**src/rtl/scan_chain_ctrl.sv**
```systemverilog
// Sequencer for a mux-flop configuration chain: serial shift with readback, parallel capture and
// synchronous clear. Define SCAN_PARITY_EN to build even parity over the read-back word.
module scan_chain_ctrl #(
    parameter int unsigned CHAIN_LEN = 32,
    parameter int unsigned CNT_W     = 8,
    parameter int unsigned DIV       = 0
) (
    input  logic                 CK,
    input  logic                 CDN,
    input  logic                 start,
    input  logic [1:0]           cmd,
    input  logic [CHAIN_LEN-1:0] wdata,
    output logic                 busy,
    output logic                 done,
    output logic                 err,
    output logic                 sd,
    output logic                 sp,
    output logic                 sr,
    output logic                 sdo,
    input  logic                 sdi,
    output logic [CHAIN_LEN-1:0] rdata,
    output logic                 rpar
);

    typedef enum logic [2:0] {StIdle, StShift, StCapture, StClear, StDone} state_e;

    localparam logic [1:0] CmdShift   = 2'b00;
    localparam logic [1:0] CmdCapture = 2'b01;
    localparam logic [1:0] CmdClear   = 2'b10;
    localparam logic [1:0] CmdRsvd    = 2'b11;

    state_e               state_q;
    logic [1:0]           cmd_q;
    logic [CHAIN_LEN-1:0] shreg_q;
    logic [CHAIN_LEN-1:0] rdata_q;
    logic [CNT_W-1:0]     cnt_q;
    logic [3:0]           divcnt_q;
    logic                 busy_q, done_q, err_q, sd_q, sp_q, sr_q, sdo_q;

    logic                 chain_shift;
    logic                 step;
    logic [CHAIN_LEN-1:0] shreg_in;

    // The chain moves on the edge that ends a cycle with sp/sd visible, so sdi is taken then.
    assign chain_shift = sp_q & sd_q;
    assign step        = (divcnt_q == 4'(DIV));
    assign shreg_in    = {sdi, shreg_q[CHAIN_LEN-1:1]};

    always_ff @(posedge CK or negedge CDN) begin
        if (!CDN) begin
            state_q  <= StIdle;
            cmd_q    <= CmdShift;
            shreg_q  <= '0;
            rdata_q  <= '0;
            cnt_q    <= '0;
            divcnt_q <= '0;
            busy_q   <= 1'b0;
            done_q   <= 1'b0;
            err_q    <= 1'b0;
            sd_q     <= 1'b0;
            sp_q     <= 1'b0;
            sr_q     <= 1'b0;
            sdo_q    <= 1'b0;
        end else begin
            done_q <= 1'b0;
            err_q  <= 1'b0;
            sp_q   <= 1'b0;
            sr_q   <= 1'b0;
            if (chain_shift) begin
                shreg_q <= shreg_in;
            end
            unique case (state_q)
                StIdle: begin
                    sd_q <= 1'b0;
                    if (start) begin
                        cmd_q  <= cmd;
                        busy_q <= 1'b1;
                        unique case (cmd)
                            CmdShift: begin
                                shreg_q  <= wdata;
                                cnt_q    <= '0;
                                divcnt_q <= '0;
                                state_q  <= StShift;
                            end
                            CmdCapture: state_q <= StCapture;
                            CmdClear:   state_q <= StClear;
                            CmdRsvd:    state_q <= StDone;
                        endcase
                    end
                end
                StShift: begin
                    sd_q <= 1'b1;
                    if (step) begin
                        sp_q     <= 1'b1;
                        // With DIV = 0 the previous bit leaves shreg on this same edge.
                        sdo_q    <= chain_shift ? shreg_q[1] : shreg_q[0];
                        divcnt_q <= '0;
                        cnt_q    <= cnt_q + CNT_W'(1);
                        if (cnt_q == CNT_W'(CHAIN_LEN - 1)) begin
                            state_q <= StDone;
                        end
                    end else begin
                        divcnt_q <= divcnt_q + 4'd1;
                    end
                end
                StCapture: begin
                    sd_q    <= 1'b0;
                    sp_q    <= 1'b1;
                    state_q <= StDone;
                end
                StClear: begin
                    sr_q    <= 1'b1;
                    state_q <= StDone;
                end
                StDone: begin
                    sd_q    <= 1'b0;
                    done_q  <= 1'b1;
                    err_q   <= (cmd_q == CmdRsvd);
                    busy_q  <= 1'b0;
                    state_q <= StIdle;
                    if (chain_shift) begin
                        rdata_q <= shreg_in;
                    end
                end
                default: state_q <= StIdle;
            endcase
        end
    end

`ifdef SCAN_PARITY_EN
    logic rpar_q;

    always_ff @(posedge CK or negedge CDN) begin
        if (!CDN) begin
            rpar_q <= 1'b0;
        end else if (state_q == StDone && chain_shift) begin
            rpar_q <= ^shreg_in;
        end
    end

    assign rpar = rpar_q;
`else
    assign rpar = 1'b0;
`endif

    assign busy  = busy_q;
    assign done  = done_q;
    assign err   = err_q;
    assign sd    = sd_q;
    assign sp    = sp_q;
    assign sr    = sr_q;
    assign sdo   = sdo_q;
    assign rdata = rdata_q;

endmodule

```
**config.mk**
```make
export PLATFORM = sky130hd
export DESIGN_NAME = scan_chain_ctrl
export DESIGN_NICKNAME = d
export VERILOG_FILES = /design/src/rtl/scan_chain_ctrl.sv
export SDC_FILE = /design/constraint.sdc
export NUM_CORES = 1
export LEC_CHECK = 0
export CAP_MARGIN = 20
export CORE_ASPECT_RATIO = 0.6
export CORE_MARGIN = 1.5
export CORE_UTILIZATION = 30
export DETAILED_ROUTE_END_ITERATION = 8
export PLACE_DENSITY = 0.61
export SLEW_MARGIN = 25
export SYNTH_ARGS = -nofsm -noshare
export SYNTH_HDL_FRONTEND = slang
export SYNTH_SLANG_ARGS = --single-unit
```
**constraint.sdc**
```tcl
create_clock -name CK -period 2.2 [get_ports CK]
set_input_delay 0.33 -clock CK [delete_from_list [all_inputs] [get_ports CK]]
set_output_delay 0.33 -clock CK [all_outputs]
set_load 0.1 [all_outputs]
```
# After elaboration in Yosys (flattened, before gate mapping)
# Cells that the tools add are included.
# word_totals
wordCells	70
regBits	88
# classes
addsub	2
n_eq_ne	13
reduce_logical	15
n_bitwise	1
muxes	26
# ops
cell	count
32-bit 2-to-1 mux	4
8-bit 2-to-1 mux	3
8-bit one-hot mux with 2 select lines	1
4-bit 2-to-1 mux	3
3-bit one-hot mux with 4 select lines	1
3-bit 2-to-1 mux	3
3-bit one-hot mux with 3 select lines	1
8-bit by 1-bit adder with 8-bit output, second input constant	1
8-bit by 5-bit == test with 1-bit output, second input constant	1
4-bit one-hot mux with 2 select lines	1
2-bit AND reduction	4
2-bit == test, second input constant	3
3-bit by 2-bit == test with 1-bit output, second input constant	2
1-bit 2-to-1 mux	6
2-bit inequality test, second input constant	3
1-bit one-hot mux with 2 select lines	3
3-bit AND reduction	2
2-bit nonzero test	3
4-bit by 1-bit adder with 4-bit output, second input constant	1
4-bit zero test	1
4-bit AND reduction	1
3-bit by 1-bit == test with 1-bit output, second input constant	1
3-bit == test, second input constant	1
3-bit zero test	1
6 further kinds	6

# Depth between registers and ports, before layout
# Gate-level depths: netlist (run 1).
# logic_depth
word_depth	5
depth_mapped	8

# Least setup slack after synthesis (run 1)
# Ideal clock, no wire load.
# synth_path
kind	reg2reg
start	register divcnt_q[0]
end	register cnt_q[6]
setup_ps	66
synth_period_minus_slack_ps	2162
n_path_buf	1
setup_slack_ps	38
required_time_ps	2134
arrival_time_ps	2096
stages_incl_launch_ff	8
cell_sequence	dfrtp_1 inv_1 ha_1 or3b_1 clkbuf_2 a2111o_1 or4_1 nand2_1
# synth_via
elab_chain_len	3
# synth_rtl
element	line	source
from (decl)	37	logic [3:0] divcnt_q;
from (signal assigned)	103	divcnt_q <= divcnt_q + 4'd1;
4-bit zero test	46	assign step = (divcnt_q == 4'(DIV));
2-bit inequality test (no source line)	-	
4-bit AND reduction (no source line)	-	
to (signal assigned)	98	cnt_q <= cnt_q + CNT_W'(1);
to (decl)	36	logic [CNT_W-1:0] cnt_q;
# Every way passes these cells.
# A chain may end at the register's enable or synchronous reset.

# Final worst setup path (run 1)
# layout_path
start	register divcnt_q[1]
end	register cnt_q[6]
# Same word-level chain as after synthesis.

==> metrics.txt, run 1 <==
Crit. End Element flip-flop; RSZ-0062 raised after global routing yes; Mapped Nets 369; Layout Nets 448; Tmin final 2120 ps; Tot Pwr 0.00696 W; Worst EP arrival 2400 ps; WL per Instance 15.2 µm; Post-route DRC 0; critical path required time 2470 ps; Antenna Cells 0; final hold vios 0; Async SR Flop Fraction 100%; Vias/cell 4.69; Syn Inst Count 325; Setup CP Type flip-flop to flip-flop; first-pass GRT wire length 14400 µm; core area 0.0122 mm²; routed wire length 8710 µm; CTS tree done; setup violators final 0; critical path fanouts, max 8; top cells by count, synth 88 x dfrtp_1, 44 x o21ai_0, 39 x nand2_1; layout cells sized above 1 26.7%; max_cap viols 0; Sw Share 43.4%; Buf/Inv on CP 1; yosys warns 0; clk root buf clkbuf_16; synth top area cells dfrtp_1 58%, mux2_2 10%, mux2i_1 8.7%, o21ai_0 5.8%, nand2_1 3.9%; area share of the largest cell type after synthesis 58.0%; # IOs 78; CTS Sinks 88; most common cell in the netlist dfrtp_1; clk_lat worst skew 330 ps; die width 148 µm; combinational power share 39.7%; clk_skew 7.69 ps; P_int 0.00394 W; DPL Wire Length 6130 µm; Pins Over Slew Limit 0; largest net degree at the start of global routing 71; Cell variety after synth 35; Finished Cell Area 0.00504 mm²; final hold slack 409 ps; via count 2690; worst vdd ir 0.478 mV; period utilization 96.5%; Psw 0.00302 W; placer's final routability congestion estimate 0.826; CP max-delay cell or4_1; sequential share of the synthesized area 58.0%; CP startpoint kind flip-flop; Max clock buf depth 2; Flop pwr share 37.7%; Power Dens Cells 1380 mW/mm²; Static Leakage 2.49 nW; Post-Route Setup TNS 0 ps; slowest stage delay, CP 490 ps; DRT antenna net count 0; clock slew at reported path FFs 70 ps; Die Ht 90.2 µm; PortBufs 76; CTS Buf Count 9; fmax 0.471 GHz; initial antenna violation count 0; Syn Area/Cell 11.7 µm²; HP Class input port to async pin; post-synth top area cell dfrtp_1; Iteration-0 DRC Markers 146; Tightest Pin Transition 561 ps; Synth Flop Type dfrtp_1; number of flops mapped to enable cells by yosys 0; area added between synthesis and finish 32.6%; vias in the first global route 2681; total gr overflow 0; clock power share 22.6%; crit-path cells inv_1, ha_2, or3b_4, a2111o_1, or4_1, nand2_1; placed instance area 0.00470 mm²; post-place setup slack -98.8 ps; drt pass-1 iters 4; Total GRT Usage 13.8%; Final WS setup 76.2 ps; register bit total from synthesis 88; Row Count 31; Fill cells 1158; worst rel slew slack 62.6%; critical path's top delay family simple AND/OR/NAND/NOR gates; Mapped Area 0.00380 mm²; run status finished clean; Starting Density 31.1%; H-tree Lvls 3; Die ar. 0.0134 mm²
==> metrics by stage <==
stage,cells,utilization [%]
floorplan,325,-
global placement,556,38.5
detailed placement,556,38.5
CTS,573,41.1
global route,574,41.2
finish,574,41.2
==> final timing paths <==
check                      depth (start not counted)                    end                     from  slack (ps)
setup / recovery                                   6   cnt_q[6]$_DFFE_PN0P_  divcnt_q[1]$_DFFE_PN0P_          80
hold / removal                                     2          err$_DFF_PN0_                      CDN         410
setup reg to reg                                   6   cnt_q[6]$_DFFE_PN0P_  divcnt_q[1]$_DFFE_PN0P_          80
hold reg to reg                                    1   cmd_q[1]$_DFFE_PN0P_     cmd_q[1]$_DFFE_PN0P_         500
max in group asynchronous                          3  rdata[31]$_DFFE_PN0P_                      CDN        1140
min in group CK                                    1   cmd_q[1]$_DFFE_PN0P_     cmd_q[1]$_DFFE_PN0P_         500
==> power groups by stage <==
stage                     Combinational (W)  Clock [W]  Sequential [W]
after global routing                0.00295    0.00169         0.00271
final                               0.00276    0.00157         0.00262
after floorplan                    0.000909          0         0.00370
after CTS                           0.00276    0.00162         0.00263
after detailed placement            0.00275          0         0.00266
after global placement              0.00269          0         0.00263
==> flip-flops by register name, summed over array words and instances (netlist names) <==
name / cells
done: 1
state_q: 3
sdo: 1
divcnt_q: 4
shreg_q: 32
busy: 1
sd: 1
err: 1
cnt_q: 8
cmd_q: 2
rdata: 32
sr: 1
sp: 1
==> layout make-up <==
cell class / instances / area [µm²] / area share, %
clock buffers: 10 / 239 / 4.74
multi-input cells: 214 / 1520 / 30.2
well taps: 165 / 206 / 4.10
repair buffers: 87 / 783 / 15.5
clock inverters: 6 / 72.6 / 1.44
flip-flops and latches: 88 / 2200 / 43.7
inverters: 4 / 15.0 / 0.298
==> cell families (layout without fill, tap and decap cells) <==
logic type      count (synthesis)  count (layout)  synth area share [%]
fa+ha+maj                       6               6                  1.98
flops                          88              88                  58.0
simple gates                   79              79                  9.81
mux                            68              68                  19.1
xor+xnor                        1               1                 0.231
buf+inv                        23             107                  2.40
other cells                     1               1                0.0987
compound gates                 59              59                  8.46
==> repair_timing <==
action | CTS | global route
setup buffers | 0 | 1
setup endpoints to repair | 0 | 5
hold endpoints to repair | 18 | 0
hold buffers | 1 | 0
resized for setup | 0 | 3
==> routing by layer <==
layer	global-route usage [%]	vias to the layer above	part of all wire, %
met5	0	-	0
met4	3.47	0	0.30
met3	3.81	2	4.5
met2	18.9	64	41
met1	21.0	1328	54
li1	-	1296	-
==> placed cells by master, fill, tap and decap left out, drive strengths merged, types with 2 or more instances in the layout <==
master | synthesis | routed
or3 | 3 | 3
mux2i | 33 | 33
and2 | 2 | 2
or3b | 2 | 2
nor2b | 2 | 2
ha | 6 | 6
buf | 4 | 50
clkbuf | 15 | 10
inv | 4 | 7
o21ai | 44 | 44
and3 | 4 | 4
nand2 | 39 | 39
nand4 | 3 | 3
nand3 | 7 | 7
clkdlybuf4s50 | 0 | 36
dfrtp | 88 | 88
a21oi | 9 | 9
mux2 | 35 | 35
nor2 | 11 | 11
Power figures use the tool's default switching activity.
==> run 2, diff against run 1 <==
--- a/config.mk
+++ b/config.mk
@@ -15,3 +15,4 @@
 export SYNTH_ARGS = -nofsm -noshare
 export SYNTH_HDL_FRONTEND = slang
 export SYNTH_SLANG_ARGS = --single-unit
+export TNS_END_PERCENT = 5
==> results of run 2 <==
Same layout as run 1: the final DEF is identical, and so are final timing and power.
==> patch (config.mk and constraints of run 2) <==
One comparison of `cnt_q` changes from == to >=.
--- a/src/rtl/scan_chain_ctrl.sv
+++ b/src/rtl/scan_chain_ctrl.sv
@@ -97,5 +97,5 @@
                         divcnt_q <= '0;
                         cnt_q    <= cnt_q + CNT_W'(1);
-                        if (cnt_q == CNT_W'(CHAIN_LEN - 1)) begin
+                        if (cnt_q >= CNT_W'(CHAIN_LEN - 1)) begin
                             state_q <= StDone;
                         end
Formal check against the unedited RTL: same outputs for any inputs over 10 cycles, from zero or initial values; that may be too few to reach the edited logic, so the function may still have changed.
==> patch against run 2 <==
- core utilization rose by 0.061 points
- total power rose by 13%
- critical path type unchanged
- non-clock buffer count rose by 5
- worst setup slack improved by 0.020 ns
- via count rose by 1.0%
- sequential cell count did not move
- highest routed layer unchanged
- first-iteration DRC count fell by 50%
- synthesized area rose by 0.46%
- final area rose by 0.15%
- largest power group unchanged
- routed wire length fell by 3.8%
==> patch: results (changes against run 2) <==
** Logic synthesis
- Post-synthesis compound-gate area fraction :: 9.24% (was 8.46%)
- Cell types occupying the most area after synthesis :: sky130_fd_sc_hd__dfrtp_1 (58%), sky130_fd_sc_hd__mux2i_1 (8.7%), sky130_fd_sc_hd__mux2_2 (8.6%), sky130_fd_sc_hd__o21ai_0 (4.7%), sky130_fd_sc_hd__nand2_1 (4.6%) (was sky130_fd_sc_hd__dfrtp_1 (58%), sky130_fd_sc_hd__mux2_2 (10%), sky130_fd_sc_hd__mux2i_1 (8.7%), sky130_fd_sc_hd__o21ai_0 (5.8%), sky130_fd_sc_hd__nand2_1 (3.9%))
- Fraction of synthesized cell area in xor and xnor cells :: 0% (was 0.230%)
- List of most frequent post-synthesis cells :: sky130_fd_sc_hd__dfrtp_1 (88), sky130_fd_sc_hd__nand2_1 (47), sky130_fd_sc_hd__o21ai_0 (36) (was sky130_fd_sc_hd__dfrtp_1 (88), sky130_fd_sc_hd__o21ai_0 (44), sky130_fd_sc_hd__nand2_1 (39))
- The part of the Yosys area used for sequential elements came to 57.7% (was 58.0%).
- Syn Nets :: 372 (was 369)
- The post-synthesis adder-cell area fraction came to 1.97% (was 1.98%).
- The number of unique standard cell types used by synthesis came to 41 (was 35).
- The async set-reset flop share out of synthesis was 100% (unchanged).
- The mux cell area share after synthesis was 18.1% (was 19.1%).
- The number of instances in the synthesized netlist came to 328 (was 325).

** Worst setup path
- Maximum single-stage delay on the critical path :: 0.51 ns (was 0.49 ns)
- The maximum fanout encountered on the critical timing path is 5 (was 8).
- Critical Path AT :: 2.36 ns (was 2.40 ns)

** GRT
- First-pass GRT wire length :: 14.0 mm (was 14.4 mm)
- Largest net degree at the start of global routing :: 61 (was 71)
- GRT Util Overall :: 13.3% (was 13.8%)
- The number of global-route vias before repair came to 2,742 (was 2,681).

** Placement
- The sum of net half-perimeters after detailed placement came to 6.00 mm (was 6.13 mm).
- DP Worst Slack :: -0.0174 ns (was -0.0988 ns)
- Count of placed standard cells including taps :: 566 (was 556)
- The routability congestion estimate was 0.764 (was 0.826).

** Cells and area
- Net total in the final layout :: 457 (was 448)
- Share of layout cells above drive strength 1 :: 24.5% (was 26.7%)
- Total of fill cells in the finished design :: 1,160 (was 1,158)

** Timing
- The transition time of the tightest slew-check pin came to 0.514 ns (was 0.561 ns).
- The worst clock skew on the final layout is 0.00720 ns (was 0.00769 ns).

** Routing
- The per-cell routed wire length was 14.4 µm (was 15.2 µm).
- The total wire length came to 8.38 mm (was 8.71 mm).
- The number of DRC markers after the initial detailed-route iteration was 73 (was 146).
- Vias :: 2,717 (was 2,690)

** CTS
- The maximum root-to-sink buffer count is 2 (unchanged).
- The number of buffers created by CTS was 9 (unchanged).

** Min path
- Path class of the lowest-slack min-delay path :: reg -> reg (was in -> async)

** Outcome
- Outcome :: finished, final reports clean (unchanged)

** Power and ir drop
- Reported leakage power :: 0.00250 µW (was 0.00249 µW)
- The highest ir drop seen on vdd was 0.605 mV (was 0.478 mV).
==> patch: cell types whose count changed in the layout (fill, tap and decap cells not counted), sizes merged, moves of 3 or more <==
cell	change
nor2	-6
nand2	+8
buf	+5
o21ai	-3
mux2	-3
nand4	-3
==> patch: kinds of logic after synthesis <==
kind of cell | after synthesis
buffers and inverters | 24
adders and majority gates | 6
DFF | 88
other | 1
muxes | 65
AOI/OAI and AO/OA | 63
and+or+nand+nor | 81
==> patch: worst register-to-register path, cell delays in order, from the launching register on <==
cell,delay [ns]
sky130_fd_sc_hd__dfrtp_1,0.42
sky130_fd_sc_hd__inv_1,0.07
sky130_fd_sc_hd__ha_1,0.14
sky130_fd_sc_hd__or3b_1,0.38
sky130_fd_sc_hd__a211o_1,0.34
sky130_fd_sc_hd__or4_1,0.51
sky130_fd_sc_hd__a21oi_2,0.16
==> patch: cell type report <==
type                            count  area (µm²)  area share (%)
Inverter                            6        22.5           0.446
Multi-Input combinational cell    216        1520            30.1
Tap cell                          165         206            4.09
Clock buffer                       10         229            4.54
Timing Repair Buffer               92         821            16.3
Clock inverter                      4        47.5           0.942
Sequential cell                    88        2200            43.7
==> patch: stage by stage <==
| step | hold WS [ns] | instance area (µm²) |
|---|---|---|
| 2_1_floorplan | 0.0344 | 3820 |
| 3_3_place_gp | 0.342 | 4750 |
| 3_5_place_dp | 0.344 | 4750 |
| 4_1_cts | 0.490 | 5040 |
| 5_1_grt | 0.512 | 5040 |
| 6_report | 0.486 | 5040 |
==> patch: report_power, final <==
| group | leakage [µW] | internal (µW) | switching (µW) |
|---|---|---|---|
| Combinational | 0.00123 | 1030 | 2660 |
| Clock | 0.000134 | 863 | 591 |
| Sequential | 0.00114 | 2260 | 486 |
| Total | 0.00250 | 4160 | 3730 |
==> patch: routing by layer <==
metal	part of all wire, %	GRT usage, %	up-vias	wire (µm)
li1	-	-	1324	-
met2	43	19.3	62	3570
met1	51	19.0	1323	4230
met4	0.78	3.38	0	65
met3	6.1	4.34	8	514
met5	0	0	-	0
==> patch: what timing repair did <==
action | 4_1_cts | 5_1_grt
setup endpoints to repair | 0 | 1
endpoints found under the hold margin | 36 | 0
gates resized for setup | 0 | 1
setup buffers | 0 | 0
hold buffers | 1 | 0
==> patch: final timing paths <==
kind | startpoint | slack [ns] | to | cells after the start
max | divcnt_q[0] | 0.1 | cnt_q[5] | 6
min | state_q[2] | 0.49 | sr | 1
max reg2reg | divcnt_q[0] | 0.1 | cnt_q[5] | 6
min reg2reg | state_q[2] | 0.49 | sr | 1
max in group asynchronous | CDN | 1.08 | shreg_q[10] | 3
min in group asynchronous | CDN | 0.52 | shreg_q[18] | 2
